[src/rtl/mdu_pkg.sv]
`default_nettype none
// ============================================================================
// Module   : mdu_pkg
// Brief    : Shared encodings for the multiply/divide-unit controller.
// Revision : 1.0 - initial release
// ============================================================================
package mdu_pkg;

  localparam int c_DEFAULT_DATA_WIDTH = 32;

  typedef enum logic [2:0] {
    OP_MULT  = 3'd0,
    OP_MULTU = 3'd1,
    OP_MFHI  = 3'd2,
    OP_MFLO  = 3'd3,
    OP_MTHI  = 3'd4,
    OP_MTLO  = 3'd5
  } mdu_op_e;

  typedef enum logic [1:0] {
    ST_IDLE   = 2'd0,
    ST_LAUNCH = 2'd1,
    ST_WAIT   = 2'd2,
    ST_FIX    = 2'd3
  } mdu_state_e;

endpackage
`default_nettype wire

[src/rtl/mdu_unsigned_fix.sv]
`default_nettype none
// ============================================================================
// Module   : mdu_unsigned_fix
// Brief    : Turns a signed 2W-bit product into the unsigned product of the
//            same operand bit patterns (modulo 2^(2W)).
// Revision : 1.0 - initial release
// ============================================================================
module mdu_unsigned_fix
  import mdu_pkg::*;
#(
  parameter int DATA_WIDTH = c_DEFAULT_DATA_WIDTH
) (
  input  logic [2*DATA_WIDTH-1:0] i_prod,
  input  logic [DATA_WIDTH-1:0]   i_op1,
  input  logic [DATA_WIDTH-1:0]   i_op2,
  output logic [2*DATA_WIDTH-1:0] o_fixed
);

  logic [2*DATA_WIDTH-1:0] w_add1;
  logic [2*DATA_WIDTH-1:0] w_add2;

  // A negative operand under signed reading lost 2^W times the other operand.
  always_comb begin
    w_add1  = i_op1[DATA_WIDTH-1] ? {i_op2, {DATA_WIDTH{1'b0}}} : '0;
    w_add2  = i_op2[DATA_WIDTH-1] ? {i_op1, {DATA_WIDTH{1'b0}}} : '0;
    o_fixed = i_prod + w_add1 + w_add2;
  end

endmodule
`default_nettype wire

[src/rtl/mdu_controller.sv]
`default_nettype none
// ============================================================================
// Module   : mdu_controller
// Brief    : Sequences MULT/MULTU through the shared multiplier, owns HI/LO
//            and serves MFHI/MFLO/MTHI/MTLO; stalls the control FSM via busy.
// Revision : 1.0 - initial release
// ============================================================================
module mdu_controller
  import mdu_pkg::*;
#(
  parameter int DATA_WIDTH = c_DEFAULT_DATA_WIDTH,
  parameter int TIMEOUT    = 2*DATA_WIDTH+8
) (
  input  logic                    CLK,
  input  logic                    RST,
  input  logic                    cmd_valid,
  input  logic [2:0]              cmd_op,
  output logic                    cmd_ready,
  input  logic [DATA_WIDTH-1:0]   rs_data,
  input  logic [DATA_WIDTH-1:0]   rt_data,
  output logic [DATA_WIDTH-1:0]   rd_data,
  output logic                    rd_valid,
  output logic                    busy,
  output logic                    timeout_err,
  output logic                    mul_start,
  output logic [DATA_WIDTH-1:0]   mul_op1,
  output logic [DATA_WIDTH-1:0]   mul_op2,
  input  logic [2*DATA_WIDTH-1:0] mul_result,
  input  logic                    mul_valid
);

  localparam int c_CNT_W = $clog2(TIMEOUT+1);

  mdu_state_e              r_state;
  mdu_state_e              w_state_nxt;
  logic [c_CNT_W-1:0]      r_cnt;
  logic                    r_unsigned;
  logic [2*DATA_WIDTH-1:0] r_prod;
  logic [2*DATA_WIDTH-1:0] w_fixed;
  logic [DATA_WIDTH-1:0]   r_hi;
  logic [DATA_WIDTH-1:0]   r_lo;
  logic                    w_accept;
  logic                    w_is_mul;
  logic                    w_timeout;

  assign cmd_ready = (r_state == ST_IDLE);
  assign busy      = (r_state != ST_IDLE);
  assign w_accept  = cmd_valid && cmd_ready;
  assign w_is_mul  = (cmd_op == OP_MULT) || (cmd_op == OP_MULTU);
  // r_cnt holds the number of WAIT cycles already spent before this one.
  assign w_timeout = (r_cnt == c_CNT_W'(TIMEOUT-1));

  mdu_unsigned_fix #(
    .DATA_WIDTH (DATA_WIDTH)
  ) u_fix (
    .i_prod  (r_prod),
    .i_op1   (mul_op1),
    .i_op2   (mul_op2),
    .o_fixed (w_fixed)
  );

  always_comb begin
    w_state_nxt = r_state;
    mul_start   = 1'b0;
    case (r_state)
      ST_IDLE: begin
        if (w_accept && w_is_mul) w_state_nxt = ST_LAUNCH;
      end
      ST_LAUNCH: begin
        mul_start   = 1'b1;
        w_state_nxt = ST_WAIT;
      end
      ST_WAIT: begin
        if (mul_valid)      w_state_nxt = r_unsigned ? ST_FIX : ST_IDLE;
        else if (w_timeout) w_state_nxt = ST_IDLE;
      end
      ST_FIX: begin
        w_state_nxt = ST_IDLE;
      end
      default: begin
        w_state_nxt = ST_IDLE;
      end
    endcase
  end

  always_ff @(posedge CLK) begin
    if (!RST) begin
      r_state     <= ST_IDLE;
      r_cnt       <= '0;
      r_unsigned  <= 1'b0;
      r_prod      <= '0;
      r_hi        <= '0;
      r_lo        <= '0;
      mul_op1     <= '0;
      mul_op2     <= '0;
      rd_data     <= '0;
      rd_valid    <= 1'b0;
      timeout_err <= 1'b0;
    end else begin
      r_state  <= w_state_nxt;
      rd_valid <= 1'b0;
      case (r_state)
        ST_IDLE: begin
          if (w_accept) begin
            case (cmd_op)
              OP_MULT, OP_MULTU: begin
                mul_op1    <= rs_data;
                mul_op2    <= rt_data;
                r_unsigned <= (cmd_op == OP_MULTU);
              end
              OP_MFHI: begin
                rd_data  <= r_hi;
                rd_valid <= 1'b1;
              end
              OP_MFLO: begin
                rd_data  <= r_lo;
                rd_valid <= 1'b1;
              end
              OP_MTHI: r_hi <= rs_data;
              OP_MTLO: r_lo <= rs_data;
              default: ;
            endcase
          end
        end
        ST_LAUNCH: begin
          r_cnt <= '0;
        end
        ST_WAIT: begin
          r_cnt <= r_cnt + c_CNT_W'(1);
          // A product arriving on the last allowed cycle still wins.
          if (mul_valid) begin
            if (r_unsigned) r_prod <= mul_result;
            else            {r_hi, r_lo} <= mul_result;
          end else if (w_timeout) begin
            timeout_err <= 1'b1;
          end
        end
        ST_FIX: begin
          {r_hi, r_lo} <= w_fixed;
        end
        default: ;
      endcase
    end
  end

endmodule
`default_nettype wire

[config.mk]
export PLATFORM = sky130hd
export DESIGN_NAME = mdu_controller
export DESIGN_NICKNAME = d
export VERILOG_FILES = /design/src/rtl/mdu_pkg.sv /design/src/rtl/mdu_unsigned_fix.sv /design/src/rtl/mdu_controller.sv
export SDC_FILE = /design/constraint.sdc
export NUM_CORES = 1
export LEC_CHECK = 0
export CAP_MARGIN = 10
export CORE_ASPECT_RATIO = 0.6
export CORE_MARGIN = 5
export CORE_UTILIZATION = 30
export DETAILED_ROUTE_END_ITERATION = 7
export GPL_TIMING_DRIVEN = 0
export PLACE_DENSITY = 0.61
export SYNTH_ARGS = -nofsm -noshare
export SYNTH_HDL_FRONTEND = slang
export SYNTH_SLANG_ARGS = --single-unit
[constraint.sdc]
create_clock -name CLK -period 4.4 [get_ports CLK]
set_input_delay 0.88 -clock CLK [delete_from_list [all_inputs] [get_ports CLK]]
set_output_delay 0.88 -clock CLK [all_outputs]
set_load 0.03 [all_outputs]
==> impl.org, run 1 <==
** Timing
- The max-slew violation count was 0.
- Top achievable clock speed :: 234 MHz
- # setup viols final :: 0
- At the pin with the least slew margin, the transition time is 1.06 ns.
- Measured against its own limit, the worst slew margin works out to 29.0%.
- The worst path in the final design needs a cycle of 4.27 ns, including I/O delays and setup.
- The worst path meets setup with 0.131 ns of slack.
- After layout, the worst path uses 97.0% of the clock period.
- TNS Setup :: 0 ns
- Post-Route Skew :: 0.0107 ns
- The count of endpoints failing hold in the final timing report is 0.

** Critical path
- Path type of the worst setup path :: reg -> reg
- Critical Path Most Common Cell :: sky130_fd_sc_hd__fa_1
- Data on the critical path arrives at its endpoint at 4.68 ns.
- Worst-path fanout max :: 10
- Worst path bufs/invs :: 1
- STA puts the critical path data required time at 4.81 ns.
- For this run, the slowest stage of the critical path takes 0.50 ns.
- Kind of start point of the critical path :: flop
- The kind of cell with the highest combined delay along the critical path is compound AO/OA/AOI/OAI gates.
- Crit-path slowest cell :: sky130_fd_sc_hd__a311o_2
- Endpoint type of the worst setup path :: flop
- In this run the worst setup path begins at mul_op2[31].
- In this run the critical register-to-register path is launched from mul_op2[31].
- Cell Chain, Critical Path :: buf_6 -> and2_1 -> fa_1 -> ha_1 -> fa_1 -> a21o_1 -> a221o_1 -> nand4_1 -> a31oi_1 -> a311o_2 -> o41ai_4 -> and3_1 -> nor4_2

** Pwr
- Total power per unit cell area :: 424 nW/um2
- Total design power :: 6.67 mW
- IR drop worst, VDD :: 0.000239 V
- The analysis attributes to cell leakage a power of 5.63 nW.

** Global route
- The initial antenna violation count came to 5.
- The first global-routing pass estimated 73500 um of wire.
- Gr ovfl total :: 0
- Pin count of the biggest net entering global routing :: 14
- The via count of the first global-routing pass was 11900.
- Global Route Usage Sum :: 22.2%

** Clock tree
- Clock tree synthesis selected as its root buffer the cell sky130_fd_sc_hd__clkbuf_16.
- Clock-pin slew was measured on the worst setup and hold paths at 0.07 ns.
- At the later pin of the worst-skew pair, clock insertion delay measures 0.55 ns.
- Buffers inserted during clock tree synthesis total 26.
- CTS built an H-tree with a depth of 1.
- Post CTS Setup Buffer Count :: 0
- Clk sinks :: 236
- TritonCTS built the clock tree.
- Longest Clk Path Bufs :: 3

** Layout
- Most common cell after layout, fill and taps aside :: sky130_fd_sc_hd__nand2_1
- The net count of the finished layout is 1922.
- Count of fill cells added during filler insertion :: 3994
- Cells with a size suffix above 1 make up 3.62% of the layout.
- Area growth from synthesis to layout :: 33.3%
- Number of non-filler instances in the completed layout :: 2262
- Most used cells in the layout excluding fill and tap cells :: sky130_fd_sc_hd__nand2_1 (377), sky130_fd_sc_hd__dfxtp_1 (235), sky130_fd_sc_hd__clkdlybuf4s50_1 (234)

** Synthesis
- The number of nets handed over by synthesis was 1660.
- Flop and latch count out of synthesis :: 236
- Top flip-flop cell by instance count after synthesis :: sky130_fd_sc_hd__dfxtp_1
- Yosys printed 0 warnings.
- Counting flops with a built-in enable in the synthesized netlist gives 0.
- Averaged over all synthesized cells, the footprint is 8.09 um2.
- Cell count after synthesis :: 1458
- Of all flip-flops after synthesis, the portion carrying an async set or reset was 0%.
- Sequential cells were found to cover 40.1% of the synthesized design area.
- Count of different cell masters after synthesis :: 58
- Summing every instance area after synthesis gives 11800 um2.

** Worst hold path
- Worst min-delay path category :: reg -> reg
- Origin of the worst min-delay path :: rd_data[23]

** Place
- Global placement routability congestion :: 0.982
- In this run, placement finished with an instance count of 2214.
- Summed over all nets, the half-perimeter wirelength after detailed placement is 40500 um.
- Port buffering added 234 buffers.
- Timing analysis after detailed placement gives a worst setup slack of -0.329 ns.

** Floorplanning
- In this run the vertical extent of the chip is 164 um.
- Initial core utilization :: 30.3%
- Core Footprint :: 39000 um2
- The floorplan step set the die width to 266 um.
- Number of placed I/O pins :: 236
- The initialized floorplan defines 56 standard-cell rows.
- The floorplan step defined a die boundary enclosing 43500 um2.

** Outcome
- The run finished with clean final reports.

** Detailed routing
- After detailed routing, the number of vias per cell comes to 5.40.
- For this block, the routed nets add up to 50700 um of wire.
- Drt wl/cell :: 22.4 um
- For this block, the via count after detailed routing is 12200.
- The detail route stage leaves a number of antenna-violating nets equal to 0.
- The first TritonRoute pass finished after 6 iterations.
- Starting DRC count in detailed routing :: 1191
- DRC errors left :: 0

** Job
- Max-cap violations in this run came to 0.
[metrics by stage]
stage          area [um2]  hold WS (ns)  util, %
6_report            15700         0.451     40.4
5_1_grt             15700         0.470     40.4
4_1_cts             15700         0.454     40.3
3_5_place_dp        14800         0.446     38.0
3_3_place_gp        14800         0.442     38.0
2_1_floorplan       11800         0.436        -
[state kept, by name (all words and copies together) (netlist names), 2 cells and up]
| name | flops |
|---|---|
| r_state | 2 |
| mul_op1 | 32 |
| r_lo | 32 |
| mul_op2 | 32 |
| r_cnt | 7 |
| r_hi | 32 |
| rd_data | 32 |
| r_prod | 64 |
[Yosys cell counts (all sizes together), types with 2 or more instances]
cell type	count	area, um2
or2	2	12.5
nor2	67	251
xnor2	19	166
a31oi	4	25.0
a41oi	13	114
and3	8	50.1
a22oi	29	218
o22ai	3	25.0
ha	35	438
buf	13	50.0
o21ai	41	205
a21oi	206	1030
a21o	14	106
inv	11	41.3
nand3	11	55.1
nand2b	2	12.5
nor3	7	35.0
o211ai	3	22.5
or3	2	12.5
a311o	3	31.3
nor3b	3	22.5
a221oi	22	193
a211oi	18	135
nand4	6	37.5
and4	2	17.5
xor2	13	114
clkbuf	95	357
and2	74	463
clkinv	2	7.51
nor2b	4	25.0
nand2	377	1420
dfxtp	236	4720
a31o	2	17.5
a311oi	27	236
o221ai	33	289
o2111ai	2	17.5
fa	32	641
[layer usage]
layer	global-route usage, %	wire (um)
met5	0	46
met4	6.57	1650
met3	5.65	4770
met2	31.7	20400
met1	32.9	23800
[worst register-to-register path, delay by kind of cell, from the launching register on]
| family | cells | cell delay, ns |
|---|---|---|
| compound gates | 5 | 1.74 |
| fa+ha+maj | 3 | 1.10 |
| simple gates | 4 | 0.65 |
| flops | 1 | 0.45 |
| buf+inv | 1 | 0.20 |
[logic make-up after synthesis]
logic type,after synthesis,synth area share [%]
simple gates,568,20.7
compound gates,433,23.8
flops,236,40.1
buf+inv,121,3.86
fa+ha+maj,67,9.15
xor+xnor,32,2.38
mux,1,0.0849
[power by group]
part	leakage [nW]	total, mW	switching [mW]	internal, mW
Sequential	1.92	2.68	0.215	2.46
Combinational	3.27	1.65	1.07	0.579
Clock	0.444	2.34	0.984	1.35
[final cells by class]
cell class	count	area, um2	share of cell area (%)
Antenna cell	1	2.50	0.0159
Buffer	108	425	2.71
Clock buffer	35	776	4.93
Clock inverter	12	123	0.780
Inverter	13	48.8	0.310
Multi-Input combinational cell	1101	6620	42.1
Sequential cell	236	4730	30.1
Tap cell	522	653	4.15
Timing Repair Buffer	234	2340	14.9
[worst paths after layout]
check             depth (start not counted)           to  slack (ns)
setup / recovery                         13     r_hi[31]        0.13
hold / removal                            2  rd_data[23]        0.45
setup reg to reg                         13     r_hi[31]        0.13
hold reg to reg                           2  rd_data[23]        0.45
[timing repair]
item | in CTS | in global routing
gates resized for setup | 5 | 11
setup endpoints to repair | 3 | 2
hold buffers | 0 | 0
(Power assumes the default switching activity.)
==> run 2, diff against run 1 <==
--- a/config.mk
+++ b/config.mk
@@ -8,10 +8,10 @@
 export CAP_MARGIN = 10
 export CORE_ASPECT_RATIO = 0.6
 export CORE_MARGIN = 5
-export CORE_UTILIZATION = 30
+export CORE_UTILIZATION = 50
 export DETAILED_ROUTE_END_ITERATION = 7
 export GPL_TIMING_DRIVEN = 0
-export PLACE_DENSITY = 0.61
+export PLACE_DENSITY = 0.88
 export SYNTH_ARGS = -nofsm -noshare
 export SYNTH_HDL_FRONTEND = slang
 export SYNTH_SLANG_ARGS = --single-unit
==> impl.org, run 2 (synthesized netlist as in run 1, its figures left out) <==
** Outcome
- The run finished with clean final reports.

** Detailed routing
- Starting DRC count in detailed routing :: 1467
- After detailed routing, the average wire length per cell comes to 22.6 um.
- In the routed design, unresolved DRC markers number 0.
- TritonRoute pass-1 iters :: 6
- Detailed-route via count :: 12600
- Dividing the detail-routed via count by the number of cells gives 6.17.
- Wires add up to 46300 um.
- In this run the remaining antenna-violating nets after routing total 0.

** Place
- DP Wirelength :: 36200 um
- Global placement routability congestion :: 0.987
- Port buffering added 234 buffers.
- Worst slack, placed :: -0.176 ns

** Global route
- Wire length of the first global-routing pass :: 69200 um
- Entering global routing, the biggest net connects 17 pins.
- Global Route Usage Sum :: 33.1%
- For this run the aggregate overflow at the end of global routing stands at 0.
- The via count of the first global-routing pass is 12000.
- The initial antenna violation count is 1.

** Layout
- Number of nets in the layout :: 1918
- Share of final-layout standard cells stronger than drive strength 1 :: 2.89%
- The library cell used most frequently in the layout, excluding fill and tap cells, is sky130_fd_sc_hd__nand2_1.
- Max reg flops :: 64
- Post-route core utilization :: 66.3%
- Biggest register :: r_prod
- The area growth from synthesis to layout is 30.1%.
- The top cell types in the final layout, fill and taps aside, are sky130_fd_sc_hd__nand2_1 (377), sky130_fd_sc_hd__dfxtp_1 (235), sky130_fd_sc_hd__clkdlybuf4s50_1 (234).
- Total inserted antenna cells :: 0
- Count of fill cells added during filler insertion :: 1961

** Timing
- TNS Setup :: 0 ns
- Post-layout minimum cycle time :: 4.32 ns
- Post-route setup slack :: 0.0847 ns
- In this run the tightest slew margin relative to its limit is 37.2%.
- Top achievable clock speed :: 232 MHz
- Max-slew violations :: 0
- After layout, the worst path uses 98.1% of the clock period.
- Setup violations remaining at the end of the flow were counted as 0.
- Setup repair after global routing left no endpoint under its margin.
- At the pin with the least slew margin, the transition time is 0.942 ns.
- For the final database, setup skew stands at 0.0267 ns.
- The count of endpoints failing hold in the final timing report was 0.

** Critical path
- Setup slack on the worst reg-to-reg path comes out at 0.08 ns.
- Worst Reg2Reg Path Length in Cells :: 13
- STA classifies the critical path endpoint as a flop.
- STA classifies the critical path startpoint as a flop.
- Critical register-to-register path startpoint :: mul_op2[31]
- Crit-path slowest cell :: sky130_fd_sc_hd__a311o_2
- Data arrival time of the worst path :: 4.69 ns
- In this run the critical register-to-register path is captured at r_hi[31].
- The signal on the critical path passes through clkbuf_4 -> and2_1 -> fa_1 -> ha_1 -> fa_1 -> a21o_1 -> a221o_1 -> nand4_1 -> a31oi_1 -> a311o_2 -> o41ai_2 -> and3_1 -> nor4_2.
- Worst path bufs/invs :: 1
- Path type of the worst setup path :: reg -> reg
- Along the worst path, the maximum fanout reaches 10.
- The most numerous cell type found on the critical path is sky130_fd_sc_hd__fa_1.
- Dominant delay contributor by cell family on the critical path :: compound AO/OA/AOI/OAI gates
- Required time at the worst-slack endpoint :: 4.78 ns
- In this design, the stage delay of the slowest critical-path cell is 0.50 ns.

** Clock tree
- The number of setup buffers added after CTS is 0.
- Clock Tree Root :: sky130_fd_sc_hd__clkbuf_16
- The longest clock path from root to sink contains 3 buffers.
- TritonCTS clock tree :: yes
- Clock insertion delay at the later pin of the skew report :: 0.54 ns
- In this run the number of H-tree levels came out at 1.
- CTS saw 236 sinks.
- The number of clock buffers added by TritonCTS is 22.
- Clock-pin slew was measured on the worst setup and hold paths at 0.07 ns.

** Worst hold path
- Worst min-delay path category :: reg -> reg
- Origin of the worst min-delay path :: rd_data[22]
- For hold timing, the worst endpoint is rd_data[22].
- Hold Path Depth :: 2

** Floorplanning
- The floorplan step defined a die boundary enclosing 26900 um2.
- The floorplan step set the die height to 129 um.
- In this run the count of I/O pins placed on the die edge is 236.
- After floorplanning, the core was divided into 43 placement rows.
- The floorplan step set the die width to 208 um.
- Initial core utilization :: 51.0%
- Core Footprint :: 23100 um2

** Job
- Across the run, the number of max-cap violations was 0.

** Pwr
- The analysis attributes to cell leakage a power of 5.57 nW.
- Total power per unit cell area :: 423 nW/um2
- Total design power :: 6.49 mW
- IR drop worst, VDD :: 0.000265 V
[run 2: how the worst max path moves through the flow]
stage | startpoint | end | slack (ns) | depth (start not counted)
finish | mul_op2[31] | r_hi[31] | 0.08 | 13
global route | mul_op1[31] | r_hi[30] | 0.002 | 12
CTS | mul_op2[31] | r_hi[31] | 0.03 | 13
detailed placement | mul_op1[31] | r_hi[31] | -0.18 | 13
global placement | mul_op1[31] | r_hi[31] | -0.14 | 13
floorplan | mul_op2[31] | r_hi[31] | 0.58 | 13
[run 2: routing by layer]
layer  track usage, %  routed length [um]  vias to the layer above
li1                 -                   -                     5636
met1             47.4               19700                     6026
met2             49.1               19200                      839
met3             9.31                5900                      124
met4             9.34                1510                        2
met5                0                  20                        -
[run 2: worst reg2reg max path, cell delays in order, from the launching register on]
cell and delay, ns:
sky130_fd_sc_hd__dfxtp_2 0.42, sky130_fd_sc_hd__clkbuf_4 0.28, sky130_fd_sc_hd__and2_1 0.18, sky130_fd_sc_hd__fa_1 0.42
sky130_fd_sc_hd__ha_1 0.24, sky130_fd_sc_hd__fa_1 0.45, sky130_fd_sc_hd__a21o_1 0.23, sky130_fd_sc_hd__a221o_1 0.41
sky130_fd_sc_hd__nand4_1 0.18, sky130_fd_sc_hd__a31oi_1 0.18, sky130_fd_sc_hd__a311o_2 0.50, sky130_fd_sc_hd__o41ai_2 0.39
sky130_fd_sc_hd__and3_1 0.24, sky130_fd_sc_hd__nor4_2 0.05
[run 2: area by class of cell]
cell class | count | area (um2) | area share [%]
clock inverters | 7 | 164 | 1.07
well taps | 315 | 394 | 2.57
flip-flops and latches | 236 | 4730 | 30.8
clock buffers | 32 | 639 | 4.17
multi-input cells | 1101 | 6610 | 43.1
repair buffers | 234 | 2340 | 15.3
plain buffers | 108 | 418 | 2.72
inverters | 13 | 48.8 | 0.318
[run 2: power by group]
group	switching, mW	internal [mW]
logic	1.04	0.578
clock network	0.879	1.30
registers	0.223	2.46
[run 2: through the flow]
stage | hold WS [ns] | instance area (um2) | instances
2_1_floorplan | 0.436 | 11800 | 1458
3_3_place_gp | 0.440 | 14500 | 2007
3_5_place_dp | 0.446 | 14500 | 2007
4_1_cts | 0.455 | 15300 | 2046
5_1_grt | 0.470 | 15300 | 2046
6_report | 0.453 | 15300 | 2046
[run 2: what timing repair did]
action / 4_1_cts / 5_1_grt
resized for setup: 3 / 10
gates cloned: 0 / 0
endpoints found under the setup margin: 2 / 4
hold buffers: 0 / 0
==> run 3, diff against run 2 <==
--- a/config.mk
+++ b/config.mk
@@ -8,10 +8,11 @@
 export CAP_MARGIN = 10
 export CORE_ASPECT_RATIO = 0.6
 export CORE_MARGIN = 5
-export CORE_UTILIZATION = 50
+export CORE_UTILIZATION = 54
+export CTS_BUF_LIST = sky130_fd_sc_hd__clkbuf_8
 export DETAILED_ROUTE_END_ITERATION = 7
 export GPL_TIMING_DRIVEN = 0
-export PLACE_DENSITY = 0.88
+export PLACE_DENSITY = 0.93
 export SYNTH_ARGS = -nofsm -noshare
 export SYNTH_HDL_FRONTEND = slang
 export SYNTH_SLANG_ARGS = --single-unit
==> impl.org, run 3 (synthesized netlist as in run 1, its figures left out) <==
** Clock tree
- After clock tree synthesis, the clock-pin slew on the worst setup and hold paths is 0.07 ns.
- After clock tree synthesis, the flow added hold-fix buffers numbering 0.
- Counting every sink on the clock net gives 236.
- The clock reaches the later pin of the worst-skew pair after 0.55 ns.
- TritonCTS built the clock tree.
- The clock tree synthesis step divided the H-tree into 2 levels.
- Clock Tree Root :: sky130_fd_sc_hd__clkbuf_8
- After clock tree synthesis, the setup repair step added 0 buffers.
- The longest clock path from root to sink contains 3 buffers.
- CTS buffer count :: 36

** Timing
- The count of endpoints failing hold in the final timing report came to 0.
- # setup viols final :: 0
- Max-slew violations :: 0
- Dividing the final minimum period by the clock period gives 96.9%.
- Setup slack closes at 0.136 ns.
- At the pin with the least slew margin, the transition time is 0.904 ns.
- RSZ-0062 raised after global routing :: false
- In this run the tightest slew margin relative to its limit is 39.7%.
- Smallest hold slack :: 0.450 ns
- For the finished layout, the period the worst path requires is 4.26 ns.
- Derived from the worst setup path, the maximum achievable clock frequency is 235 MHz.
- Post-Route Skew :: 0.0196 ns
- Adding up every negative setup slack in the final design gives 0 ns.

** Layout
- Number of nets in the layout :: 1932
- Biggest register :: r_prod
- The finished layout holds 2033 standard cells, fillers aside.
- Count of fill cells added during filler insertion :: 1714
- Share of final-layout standard cells stronger than drive strength 1 :: 3.65%
- Total inserted antenna cells :: 0
- Layout Cell Area excl Fill :: 15200 um2
- Area growth from synthesis to layout :: 28.6%
- The register with the most flip-flops in the layout has 64 of them.
- Once layout is complete, the utilization of the core stands at 71.4%.
- Leaving out fill and tap cells, the most frequent cell in the layout is sky130_fd_sc_hd__nand2_1.
- Most used cells in the layout excluding fill and tap cells :: sky130_fd_sc_hd__nand2_1 (377), sky130_fd_sc_hd__dfxtp_1 (235), sky130_fd_sc_hd__clkdlybuf4s50_1 (234)

** Detailed routing
- Across all layers, the routed design uses 12900 vias.
- Total wire length after detailed routing :: 46200 um
- The first TritonRoute pass finished after 8 iterations.
- Starting DRC count in detailed routing :: 1773
- In the routed design, unresolved DRC markers number 0.
- Once detail routing completed, the nets flagged for antenna violations numbered 0.
- Drt wl/cell :: 22.7 um
- Dividing the detail-routed via count by the number of cells gives 6.33.

** Critical path
- Kind of start point of the critical path :: flop
- Data arrival time of the worst path :: 4.71 ns
- In this run the worst path has a maximum fanout of 10.
- In this run the critical register-to-register path is launched from mul_op1[31].
- The worst setup path is captured at a flop.
- Required time at the worst-slack endpoint :: 4.84 ns
- The worst register-to-register path ends at r_hi[30].
- Path type of the worst setup path :: reg -> reg
- Worst Reg2Reg Path Length in Cells :: 12
- Register-to-register setup slack :: 0.14 ns

** Global route
- For this run, the total global-route usage over all layers was measured as 35.1%.
- Number of global-route vias before repair :: 12400
- Entering global routing, the biggest net connects 11 pins.
- Wire length of the first global-routing pass :: 69900 um
- Initial antenna violation count :: 0
- Summed over all layers, the global routing overflow is 0.

** Floorplanning
- Width of the chip :: 201 um
- After floorplanning, the core was divided into 41 placement rows.
- Die Footprint :: 25000 um2
- In this run the count of I/O pins placed on the die edge is 236.
- Initial core utilization :: 55.5%
- The floorplan step defined a core boundary enclosing 21200 um2.
- Measured along the y axis, the die boundary spans 124 um.

** Worst hold path
- The worst hold path begins at rd_data[16].
- Worst min-delay path category :: reg -> reg
- Hold path endpoint :: rd_data[16]
- Hold Path Depth :: 2

** Place
- Global placement routability congestion :: 0.987
- The HPWL after detailed placement is 35900 um.
- Number of buffer cells added on primary ports :: 234
- After detailed placement, the total cell area comes to 14500 um2.
- In this run, placement finished with an instance count of 1971.
- Timing analysis after detailed placement gives a worst setup slack of -0.160 ns.

** Pwr
- Total design power :: 6.09 mW
- Power spread over the standard cell area amounts to 401 nW/um2.
- IR analysis of the VDD net gives a maximum drop of 0.000212 V.
- Summed over all cells, the static leakage comes to 5.58 nW.

** Job
- Max-Cap Viols :: 0

** Outcome
- The run finished with clean final reports.
## run 3: cell count changes in the layout (fill, tap and decap cells not counted)
cell	previous run	this run
sky130_fd_sc_hd__clkbuf_8	3	42
sky130_fd_sc_hd__clkbuf_16	23	0
sky130_fd_sc_hd__inv_1	11	26
sky130_fd_sc_hd__clkbuf_1	96	90
sky130_fd_sc_hd__bufinv_16	5	0
sky130_fd_sc_hd__clkinv_2	1	3
sky130_fd_sc_hd__clkinv_4	1	0
sky130_fd_sc_hd__clkinvlp_4	0	1
sky130_fd_sc_hd__inv_6	0	1
## run 3: what timing repair did
action	CTS	global route
endpoints found under the setup margin	3	3
pin swaps	0	0
gates resized for setup	2	12
## run 3: critical path, cell delays in order, from the launching register on
cell and delay [ns]:
sky130_fd_sc_hd__dfxtp_1 0.41, sky130_fd_sc_hd__clkbuf_1 0.41, sky130_fd_sc_hd__and2_1 0.24, sky130_fd_sc_hd__fa_1 0.43, sky130_fd_sc_hd__ha_1 0.41, sky130_fd_sc_hd__a21o_1 0.22
sky130_fd_sc_hd__a21o_1 0.17, sky130_fd_sc_hd__a221oi_1 0.61, sky130_fd_sc_hd__a31oi_1 0.31, sky130_fd_sc_hd__a21oi_1 0.39, sky130_fd_sc_hd__a21oi_1 0.14, sky130_fd_sc_hd__xnor2_1 0.15
sky130_fd_sc_hd__a311oi_1 0.27
## run 3: worst max-delay path by stage
stage / start / endpoint
finish: mul_op1[31] / r_hi[30]
global route: mul_op1[31] / r_hi[31]
CTS: mul_op2[31] / r_hi[31]
detailed placement: mul_op2[31] / r_hi[31]
global placement: mul_op2[31] / r_hi[31]
floorplan: mul_op2[31] / r_hi[31]
## run 3: where the power goes
group / internal (mW) / total [mW] / leakage, nW / switching [mW]
Sequential: 2.46 / 2.68 / 1.92 / 0.222
Clock: 0.870 / 1.78 / 0.398 / 0.906
Combinational: 0.578 / 1.63 / 3.26 / 1.05
Total: 3.91 / 6.09 / 5.58 / 2.18
## run 3: per-layer routing
layer  vias up  global-route usage (%)  wire length [um]
met3       133                    11.0              6690
met5         -                       0                 0
met2      1004                    52.1             19200
li1       5658                       -                 -
met4         0                    9.83              1390
met1      6074                    49.4             18900
## run 3: cell type report
cell class	count	area (um2)	share of cell area, %
inverter	13	48.8	0.322
timing repair buffer	234	2340	15.4
tap	279	349	2.30
sequential	236	4730	31.2
multi-input combinational	1101	6610	43.6
clock inverter	20	87.6	0.578
clock buffer	42	578	3.81
buffer	108	418	2.76
